### config.mk
export PLATFORM = sky130hd
export DESIGN_NAME = qucs_serial_tx_flat
export DESIGN_NICKNAME = d
export VERILOG_FILES = /design/src/rtl/qucs_serial_pkg.sv /design/src/rtl/qucs_serial_tx_if.sv /design/src/rtl/qucs_baud_gen.sv /design/src/rtl/qucs_serial_tx.sv /design/src/flat_wrapper.sv
export SDC_FILE = /design/constraint.sdc
export NUM_CORES = 1
export LEC_CHECK = 0
export CELL_PAD_IN_SITES_DETAIL_PLACEMENT = 0
export CELL_PAD_IN_SITES_GLOBAL_PLACEMENT = 1
export CORE_ASPECT_RATIO = 0.6
export CORE_MARGIN = 2
export CORE_UTILIZATION = 40
export CTS_CLUSTER_DIAMETER = 40
export DETAILED_ROUTE_END_ITERATION = 8
export PLACE_DENSITY = 0.75
export SETUP_SLACK_MARGIN = 0.4
export SYNTH_ARGS = -nofsm -noshare
export SYNTH_HDL_FRONTEND = slang
export SYNTH_SLANG_ARGS = --single-unit
### constraint.sdc
create_clock -name clk -period 4.84 [get_ports clk]
set_input_delay 0.484 -clock clk [delete_from_list [all_inputs] [get_ports clk]]
set_output_delay 0.484 -clock clk [all_outputs]
set_load 0.01 [all_outputs]
### src/rtl/qucs_serial_pkg.sv
// Shared types and constants for the qucs serial stimulus link.
// Optional feature macro: QUCS_SERIAL_TX_PARITY_EN (adds an even-parity bit).
package qucs_serial_pkg;

  typedef enum logic [2:0] {
    IDLE,
    START,
    DATA,
    PARITY,
    STOP
  } tx_state_t;

  // Line level while no frame is on the wire.
  localparam logic IDLE_LEVEL = 1'b1;

`ifdef QUCS_SERIAL_TX_PARITY_EN
  localparam int PARITY_BITS = 1;
`else
  localparam int PARITY_BITS = 0;
`endif

  // Clock cycles from the first start-bit cycle to the last stop-bit cycle.
  // The receiver model uses the same figure to size its frame timeout.
  function automatic int frame_cycles(input int data_w, input int clks_per_bit,
                                      input int stop_bits, input int parity_bits);
    return clks_per_bit * (1 + data_w + parity_bits + stop_bits);
  endfunction

endpackage

### src/rtl/qucs_serial_tx_if.sv
// Parallel word handshake into the qucs serial transmitter.
// master drives words, slave (the transmitter) drives in_ready.
interface qucs_serial_tx_if #(
  parameter int DATA_W = 8
);
  logic [DATA_W-1:0] in_data;
  logic              in_valid;
  logic              in_ready;

  modport master (output in_data, output in_valid, input in_ready);
  modport slave  (input in_data, input in_valid, output in_ready);
endinterface

### src/rtl/qucs_baud_gen.sv
// Bit-time counter: counts 0..CLKS_PER_BIT-1 and flags the last cycle of
// every bit with bit_tick_o. clear_i holds the count at zero.
module qucs_baud_gen #(
  parameter  int CLKS_PER_BIT = 16,
  localparam int CNT_W        = $clog2(CLKS_PER_BIT)
) (
  input  logic             clk,
  input  logic             rst_n,
  input  logic             clear_i,
  output logic [CNT_W-1:0] cnt_o,
  output logic             bit_tick_o
);

  localparam logic [CNT_W-1:0] LAST_CNT = CNT_W'(CLKS_PER_BIT - 1);

  logic [CNT_W-1:0] cnt_q, cnt_d;

  assign bit_tick_o = (cnt_q == LAST_CNT);
  assign cnt_o      = cnt_q;

  // Next count: held at zero on clear, wraps at each bit boundary.
  always_comb begin
    if (clear_i || bit_tick_o) cnt_d = '0;
    else                       cnt_d = cnt_q + 1'b1;
  end

  // Count register.
  always_ff @(posedge clk or negedge rst_n) begin
    if (!rst_n) cnt_q <= '0;
    else        cnt_q <= cnt_d;
  end

endmodule

### src/rtl/qucs_serial_tx.sv
// UART-style serializer: start bit, LSB-first data, optional parity, stop bits.
// Optional feature macro: QUCS_SERIAL_TX_PARITY_EN (even parity after DATA).
// All outputs come straight from flops; tx never sees in_* combinationally.
module qucs_serial_tx
  import qucs_serial_pkg::*;
#(
  parameter int DATA_W       = 8,
  parameter int CLKS_PER_BIT = 16,
  parameter int STOP_BITS    = 1
) (
  input  logic              clk,
  input  logic              rst_n,
  qucs_serial_tx_if.slave   in_if,
  output logic              tx,
  output logic              busy,
  output logic              done
);

  localparam int CNT_W = $clog2(CLKS_PER_BIT);
  localparam int IDX_W = $clog2(DATA_W + 1);

  localparam logic [IDX_W-1:0] LAST_DATA_IDX = IDX_W'(DATA_W - 1);
  localparam logic [IDX_W-1:0] LAST_STOP_IDX = IDX_W'(STOP_BITS - 1);
  localparam logic [CNT_W-1:0] PRE_LAST_CNT  = CNT_W'(CLKS_PER_BIT - 2);

  if (CLKS_PER_BIT < 2) begin : g_bad_clks_per_bit
    $error("qucs_serial_tx: CLKS_PER_BIT must be >= 2");
  end
  if (STOP_BITS != 1 && STOP_BITS != 2) begin : g_bad_stop_bits
    $error("qucs_serial_tx: STOP_BITS must be 1 or 2");
  end
  if (DATA_W < 5 || DATA_W > 16) begin : g_bad_data_w
    $error("qucs_serial_tx: DATA_W must be in 5..16");
  end

  tx_state_t         state_q, state_d;
  logic [DATA_W-1:0] shreg_q, shreg_d;
  logic [IDX_W-1:0]  idx_q, idx_d;
  logic              tx_q, tx_d;
  logic              busy_q, busy_d;
  logic              done_q, done_d;
  logic              ready_q, ready_d;
  logic [CNT_W-1:0]  bit_cnt;
  logic              bit_tick;
  logic              accept;

  assign accept = in_if.in_valid && ready_q;

  // The bit timer restarts from zero for every frame because it is held
  // clear for as long as the FSM sits in IDLE, including the accept cycle.
  qucs_baud_gen #(
    .CLKS_PER_BIT (CLKS_PER_BIT)
  ) u_baud_gen (
    .clk        (clk),
    .rst_n      (rst_n),
    .clear_i    (state_q == IDLE),
    .cnt_o      (bit_cnt),
    .bit_tick_o (bit_tick)
  );

`ifdef QUCS_SERIAL_TX_PARITY_EN
  logic parity_q;

  // Even parity of the word, captured alongside the shift register.
  always_ff @(posedge clk or negedge rst_n) begin
    if (!rst_n)      parity_q <= 1'b0;
    else if (accept) parity_q <= ^in_if.in_data;
  end
`endif

  // State register plus the datapath it sequences.
  always_ff @(posedge clk or negedge rst_n) begin
    // NOTE: shreg and idx are reset as well, so a reset mid-frame leaves no
    // stale payload or bit position behind for the next frame.
    if (!rst_n) begin
      state_q <= IDLE;
      shreg_q <= '0;
      idx_q   <= '0;
    end else begin
      // NOTE: non-blocking assignments so every flop samples pre-edge values.
      state_q <= state_d;
      shreg_q <= shreg_d;
      idx_q   <= idx_d;
    end
  end

  // Next-state logic: advance one bit per bit_tick.
  always_comb begin
    // NOTE: defaults first, so no path through the case leaves a hold latch.
    state_d = state_q;
    shreg_d = shreg_q;
    idx_d   = idx_q;
    case (state_q)
      IDLE: begin
        idx_d = '0;
        if (accept) begin
          shreg_d = in_if.in_data;
          state_d = START;
        end
      end
      START: if (bit_tick) state_d = DATA;
      DATA: if (bit_tick) begin
        shreg_d = shreg_q >> 1;
        if (idx_q == LAST_DATA_IDX) begin
          idx_d = '0;
`ifdef QUCS_SERIAL_TX_PARITY_EN
          state_d = PARITY;
`else
          state_d = STOP;
`endif
        end else begin
          idx_d = idx_q + 1'b1;
        end
      end
`ifdef QUCS_SERIAL_TX_PARITY_EN
      PARITY: if (bit_tick) state_d = STOP;
`endif
      STOP: if (bit_tick) begin
        if (idx_q == LAST_STOP_IDX) begin
          idx_d   = '0;
          state_d = IDLE;
        end else begin
          idx_d = idx_q + 1'b1;
        end
      end
      default: state_d = IDLE;
    endcase
  end

  // Output decode from the next state so the registered outputs line up
  // with the state they describe. done is set one cycle early, from the
  // second-to-last cycle of the final stop bit, so it lands on the last one.
  always_comb begin
    busy_d  = (state_d != IDLE);
    ready_d = (state_d == IDLE);
    done_d  = (state_q == STOP) && (idx_q == LAST_STOP_IDX) &&
              (bit_cnt == PRE_LAST_CNT);
    case (state_d)
      START:   tx_d = 1'b0;
      DATA:    tx_d = shreg_d[0];
`ifdef QUCS_SERIAL_TX_PARITY_EN
      PARITY:  tx_d = parity_q;
`endif
      default: tx_d = IDLE_LEVEL;
    endcase
  end

  // Output registers; reset forces the line idle at once.
  always_ff @(posedge clk or negedge rst_n) begin
    if (!rst_n) begin
      tx_q    <= IDLE_LEVEL;
      busy_q  <= 1'b0;
      done_q  <= 1'b0;
      ready_q <= 1'b0;
    end else begin
      tx_q    <= tx_d;
      busy_q  <= busy_d;
      done_q  <= done_d;
      ready_q <= ready_d;
    end
  end

  assign tx             = tx_q;
  assign busy           = busy_q;
  assign done           = done_q;
  assign in_if.in_ready = ready_q;

endmodule

### src/flat_wrapper.sv
// flat-port wrapper written by rule: the top's interface ports become plain ports
module qucs_serial_tx_flat import qucs_serial_pkg::*;
#(
  parameter int DATA_W       = 8,
  parameter int CLKS_PER_BIT = 16,
  parameter int STOP_BITS    = 1
)
  (clk, rst_n, tx, busy, done, in_if_in_data, in_if_in_valid, in_if_in_ready);
  qucs_serial_tx_if #(.DATA_W(DATA_W)) in_if_i ();
  input  logic clk;
  input  logic rst_n;
  output logic tx;
  output logic busy;
  output logic done;
  input wire logic [$bits(in_if_i.in_data)-1:0] in_if_in_data;
  input wire logic [$bits(in_if_i.in_valid)-1:0] in_if_in_valid;
  output wire logic [$bits(in_if_i.in_ready)-1:0] in_if_in_ready;
  assign in_if_i.in_data = in_if_in_data;
  assign in_if_i.in_valid = in_if_in_valid;
  assign in_if_in_ready = in_if_i.in_ready;
  qucs_serial_tx #(.DATA_W(DATA_W), .CLKS_PER_BIT(CLKS_PER_BIT), .STOP_BITS(STOP_BITS)) u_core (.clk(clk), .rst_n(rst_n), .in_if(in_if_i), .tx(tx), .busy(busy), .done(done));
endmodule
# --- After elaboration in Yosys (flattened, before gate mapping) ---
# Index checks and enable logic that the tools add are counted.
# W data, S select, Z words.
classes:
  reduce_logical: 12
  n_eq_ne: 11
  mux: 17
  addsub: 2
op_table:
  columns: ["cell", "n"]
  rows:
  - ["$mux W4", 5]
  - ["$mux W3", 6]
  - ["$mux W8", 2]
  - ["$pmux W8 S2", 1]
  - ["$pmux W3 S4", 1]
  - ["$pmux W4 S3", 1]
  - ["$add A4 B1 Y4 const B", 2]
  - ["$eq A4 B4 Y1 const B", 2]
  - ["$eq A3 B1 Y1 const B", 2]
  - ["$eq A3 B2 Y1 const B", 2]
  - ["$logic_not A3 Y1", 2]
  - ["$reduce_and A3 Y1", 2]
  - ["$reduce_bool A3 Y1", 2]
  - ["$eq A4 B3 Y1 const B", 1]
  - ["$logic_not A4 Y1", 1]
  - ["$ne A2 B2 Y1 const B", 2]
  - ["$eq A3 B3 Y1 const B", 1]
  - ["$logic_and A1 B1 Y1", 3]
  - ["$ne A2 B1 Y1 const B", 1]
  - ["$pmux W1 S2", 1]
  - ["$reduce_bool A2 Y1", 1]
  - ["$logic_or A1 B1 Y1", 1]
totals:
  word_cells: 51
  register_bits: 23

# --- Logic depth before layout (Yosys ltp) ---
depth:
  depth_word: 6
  mapped_depth: 6

# --- Cells and area by module ---
# From an unflattened synthesis, not the netlist that was laid out.
unflattened:
  cells_unflattened: 105
  area_unflattened_um2: 1117.3
by_module_without_submodules:
  columns: ["mod", "area_each_um2", "cells_each", "instances"]
  rows:
  - ["qucs_serial_tx", 945.9, 92, 1]
  - ["qucs_baud_gen", 171.4, 13, 1]

# --- Least setup slack after synthesis ---
# No wires, ideal clock.
synth_path:
  path_kind: "reg2reg"
  startpoint: "register u_core.u_baud_gen.cnt_q[0] (netlist: u_core.u_baud_gen.cnt_o[0])"
  endpoint: "register u_core.idx_q[1]"
  setup_ns: 0.121
  path_stages_with_launch: 7
  n_path_buf: 1
  arrival_time_ns: 1.468
  slack_ns: 3.250
  period_less_slack_ns: 1.590
  cell_sequence: "dfrtp_1 -> ha_1 -> nand3_2 -> buf_6 -> or2_0 -> maj3_2 -> o22a_1"
synth_between:
  elab_chain_len: 3
synth_lines:
  columns: ["item", "line", "text"]
  rows:
  - ["start: declaration", "qucs_baud_gen.sv:16", "logic [CNT_W-1:0] cnt_q, cnt_d;"]
  - ["start signal: assignment", "qucs_baud_gen.sv:30", "else cnt_q <= cnt_d;"]
  - ["$eq A4 B4 Y1 *", "qucs_baud_gen.sv:18", "assign bit_tick_o = (cnt_q == LAST_CNT);"]
  - ["$ne A2 B2 Y1 (no line)", null, null]
  - ["$reduce_and A3 Y1 (no line) *", null, null]
  - ["end signal: assignment", "qucs_serial_tx.sv:83", "idx_q <= idx_d;"]
  - ["end: declaration", "qucs_serial_tx.sv:38", "logic [IDX_W-1:0] idx_q, idx_d;"]
# Every way passes the cells marked *; elsewhere a longest branch is shown, timed or not.
# A chain may end at the register's enable or synchronous reset.

# --- Worst setup path in the final report ---
layout_path:
  startpoint: "register u_core.state_q[0]"
  endpoint: "register u_core.shreg_q[7]"
layout_between:
  elab_chain_len: 3
layout_lines:
  columns: ["item", "line", "text"]
  rows:
  - ["start: declaration", "qucs_serial_tx.sv:36", "tx_state_t state_q, state_d;"]
  - ["start signal: assignment", "qucs_serial_tx.sv:81", "state_q <= state_d;"]
  - ["$eq A3 B2 Y1 or $logic_not A3 Y1 (tied branches)", "qucs_serial_tx.sv:93", "case (state_q)"]
  - ["$ne A2 B2 Y1 (no line), or another cell as far along", null, null]
  - ["$reduce_and A3 Y1 (no line)", null, null]
  - ["end signal: assignment", "qucs_serial_tx.sv:82", "shreg_q <= shreg_d;"]
  - ["end: declaration", "qucs_serial_tx.sv:37", "logic [DATA_W-1:0] shreg_q, shreg_d;"]
# Parallel ways exist; a longest one is shown, timed or not.

==> results.json <==
{
  "rsz0062_at_grt": "false",
  "yosys.area_share.simple": 0.1875,
  "cp-end-kind": "flip-flop",
  "netlist_instances": 111,
  "critPathMaxFanout": 16,
  "synth.area.top_cells": "dfrtp_1 (47%), a22o_1 (6.8%), a21o_1 (5.2%)",
  "yosys.area_share.adder": 0.06142,
  "num_antenna_cells": 0,
  "dr.pass1.iters": 4,
  "viasPerCell": 5.541,
  "clk_pin_slew_ns": 0.09,
  "min_period_ns": 1.830,
  "whs_ns": 0.4865,
  "setup-tns-final_ns": 0,
  "grt_pass1_wl_um": 3939,
  "drtAntennaViolNets": 0,
  "drv_cap": 0,
  "yosysTopAreaCell": "dfrtp_1",
  "hold_buffers": 0,
  "clk_path_buf_depth": 2,
  "fin_area_mm2": 0.001353,
  "coreArea_mm2": 0.002815,
  "synth_top_family_by_area": "compound AO/OA/AOI/OAI gates",
  "power_density_mw_per_mm2": 240.6,
  "drc_errors": 0,
  "yosysUniqueCellTypes": 38,
  "synth_compound_area_frac": 0.1886,
  "die_area_mm2": 0.003364,
  "slowest_stage": "dfrtp_1",
  "mostFrequentLayoutCells": "dfrtp_1 (22), clkdlybuf4s50_1 (14), a22o_1 (9)",
  "clock_sinks": 23,
  "synth_area_mm2": 0.001161,
  "die_h_um": 45.74,
  "drt_iter0_markers": 45,
  "finalHoldViolCount": 0,
  "cts_resized": 0,
  "synth_xor_area_frac": 0.01509,
  "finalCritPeriodShare": 0.3782,
  "rows": 15,
  "max_freq_mhz": 546.3,
  "stdcell_count": 157,
  "critPathMaxStageDelay_ns": 0.55,
  "grt_use_total": 0.1575,
  "ys_warn_count": 0,
  "critical_path_required_ns": 4.99,
  "arrival_ns": 1.98,
  "wirelength_um": 2324,
  "syn_area_per_cell_um2": 10.46,
  "vdd_ir_drop_max_uv": 155.2,
  "synth_seq_cells": 23,
  "insertion_delay_ns": 0.26,
  "cts_made_buffers": 3,
  "area_delta_synth_final_pct": 16.49,
  "gp_congestion": 0.8155,
  "synth_nets": 126,
  "yosys.area.top_type_share": 0.4741,
  "total_power_uw": 325.4,
  "worstSetupPathType": "reg2reg",
  "cts-root-buf": "clkbuf_8",
  "io_pins": 15,
  "start_util": 0.4124,
  "synth.mux.area_fraction": 0.008621,
  "dpl.cell_count": 153,
  "grt_pass1_vias": 783,
  "cts_max_level": 1,
  "antenna_found_initial": 0,
  "postCtsSetupBuffers": 0,
  "finalSetupViolations": 0,
  "run_status": "finished, final reports clean",
  "fp.dieW_um": 73.56,
  "io_buffer_count": 14,
  "startpoint_type": "flip-flop",
  "placed_area_mm2": 0.001306,
  "grt_overflow_total": 0,
  "hold_class": "reg2reg",
  "synth_seq_area_share": 0.4968,
  "via_count": 870,
  "final_common_cell": "dfrtp_1",
  "grt_max_degree": 24,
  "fillers": 265,
  "wire_per_inst_um": 14.80,
  "crit_chain": "nor3_1, and3_1, nor2_2, a22o_1",
  "slew_violations": 0,
  "leakage_nw": 0.6521,
  "finalClockSkew_ns": 0.003693,
  "tritoncts": "built",
  "relSlewSlack": 0.3340,
  "drive_gt1_frac": 0.08130,
  "post-dp-hpwl_um": 1612,
  "worstMarginPinSlew_ns": 0.9959,
  "fin_nets": 139
}
==> synthesized netlist by cell type (all sizes together) <==
master and instances:
a22o 9, inv 3, o21ai 6, xor2 1
nand2 7, or3b 2, nand3 7, mux2i 1
nor4 3, a21oi 4, a211oi 1, buf 5
nor3 2, and3 1, nor2 7, o31ai 1
dfrtp 22, nand3b 1, xnor2 1, ha 4
or2 3, nor2b 3, clkbuf 1, a31oi 1
o22a 1, maj3 2, nand4 1, nand2b 1
a21o 8, dfstp 1, and4bb 1
==> worst paths after layout <==
path,start,to,slack (ns),cells past startpoint
max in group asynchronous,rst_n,u_core.shreg_q[3],3.48,1
min,u_core.shreg_q[5],u_core.shreg_q[5],0.49,1
min reg2reg,u_core.shreg_q[5],u_core.shreg_q[5],0.49,1
max reg2reg,u_core.state_q[0],u_core.shreg_q[7],3.01,4
max,u_core.state_q[0],u_core.shreg_q[7],3.01,4
min in group asynchronous,rst_n,u_core.idx_q[1],0.76,1
==> power by group <==
part / internal, mW / switching [mW] / total [mW] / leakage (nW)
clock: 0.0575 / 0.0641 / 0.122 / 0.0255
sequential: 0.192 / 0 / 0.192 / 0.298
combinational: 0.00709 / 0.00475 / 0.0118 / 0.329
==> cell type report <==
type                            count  area, µm²  area share
Clock buffer                        3      41.29     0.03053
Clock inverter                      1      5.005    0.003700
Inverter                            3      11.26    0.008326
Multi-Input combinational cell     79      535.5      0.3959
Sequential cell                    23      576.8      0.4265
Tap cell                           34      42.54     0.03145
Timing Repair Buffer               14      140.1      0.1036
==> flip-flops by register name, indices dropped and copies added, names as in the netlist <==
register	flops
u_core.in_if.in_ready	1
u_core.done	1
u_core.busy	1
u_core.shreg_q	8
u_core.state_q	3
u_core.u_baud_gen.cnt_o	4
u_core.idx_q	4
u_core.tx	1
==> critical path, delay by kind of cell, from the launching register on <==
kind | cells | cell delay [ns]
and+or+nand+nor | 3 | 0.93
AOI/OAI and AO/OA | 1 | 0.23
DFF | 1 | 0.55
==> kinds of logic after synthesis <==
kind of cell	count (synthesis)
AND/OR/NAND/NOR	39
AO/OA/AOI/OAI	31
flip-flops	23
buffers and inverters	9
adder cells (fa/ha/maj)	6
XOR/XNOR	2
multiplexers	1
==> metrics by stage <==
stage          utilization  setup slack [ns]
3_5_place_dp        0.4640             3.019
6_report            0.4804             3.010
2_1_floorplan            -             3.250
4_1_cts             0.4804             3.014
5_1_grt             0.4804             2.898
3_3_place_gp        0.4640             3.055
==> metal layers <==
| metal | global-route usage | wire length [µm] | vias up |
|---|---|---|---|
| met1 | 0.2437 | 1259 | 414 |
| li1 | - | - | 431 |
| met5 | 0 | 0 | - |
| met3 | 0.04425 | 116 | 2 |
| met4 | 0.03273 | 19 | 0 |
| met2 | 0.2179 | 928 | 23 |
(Power assumes the default switching activity.)
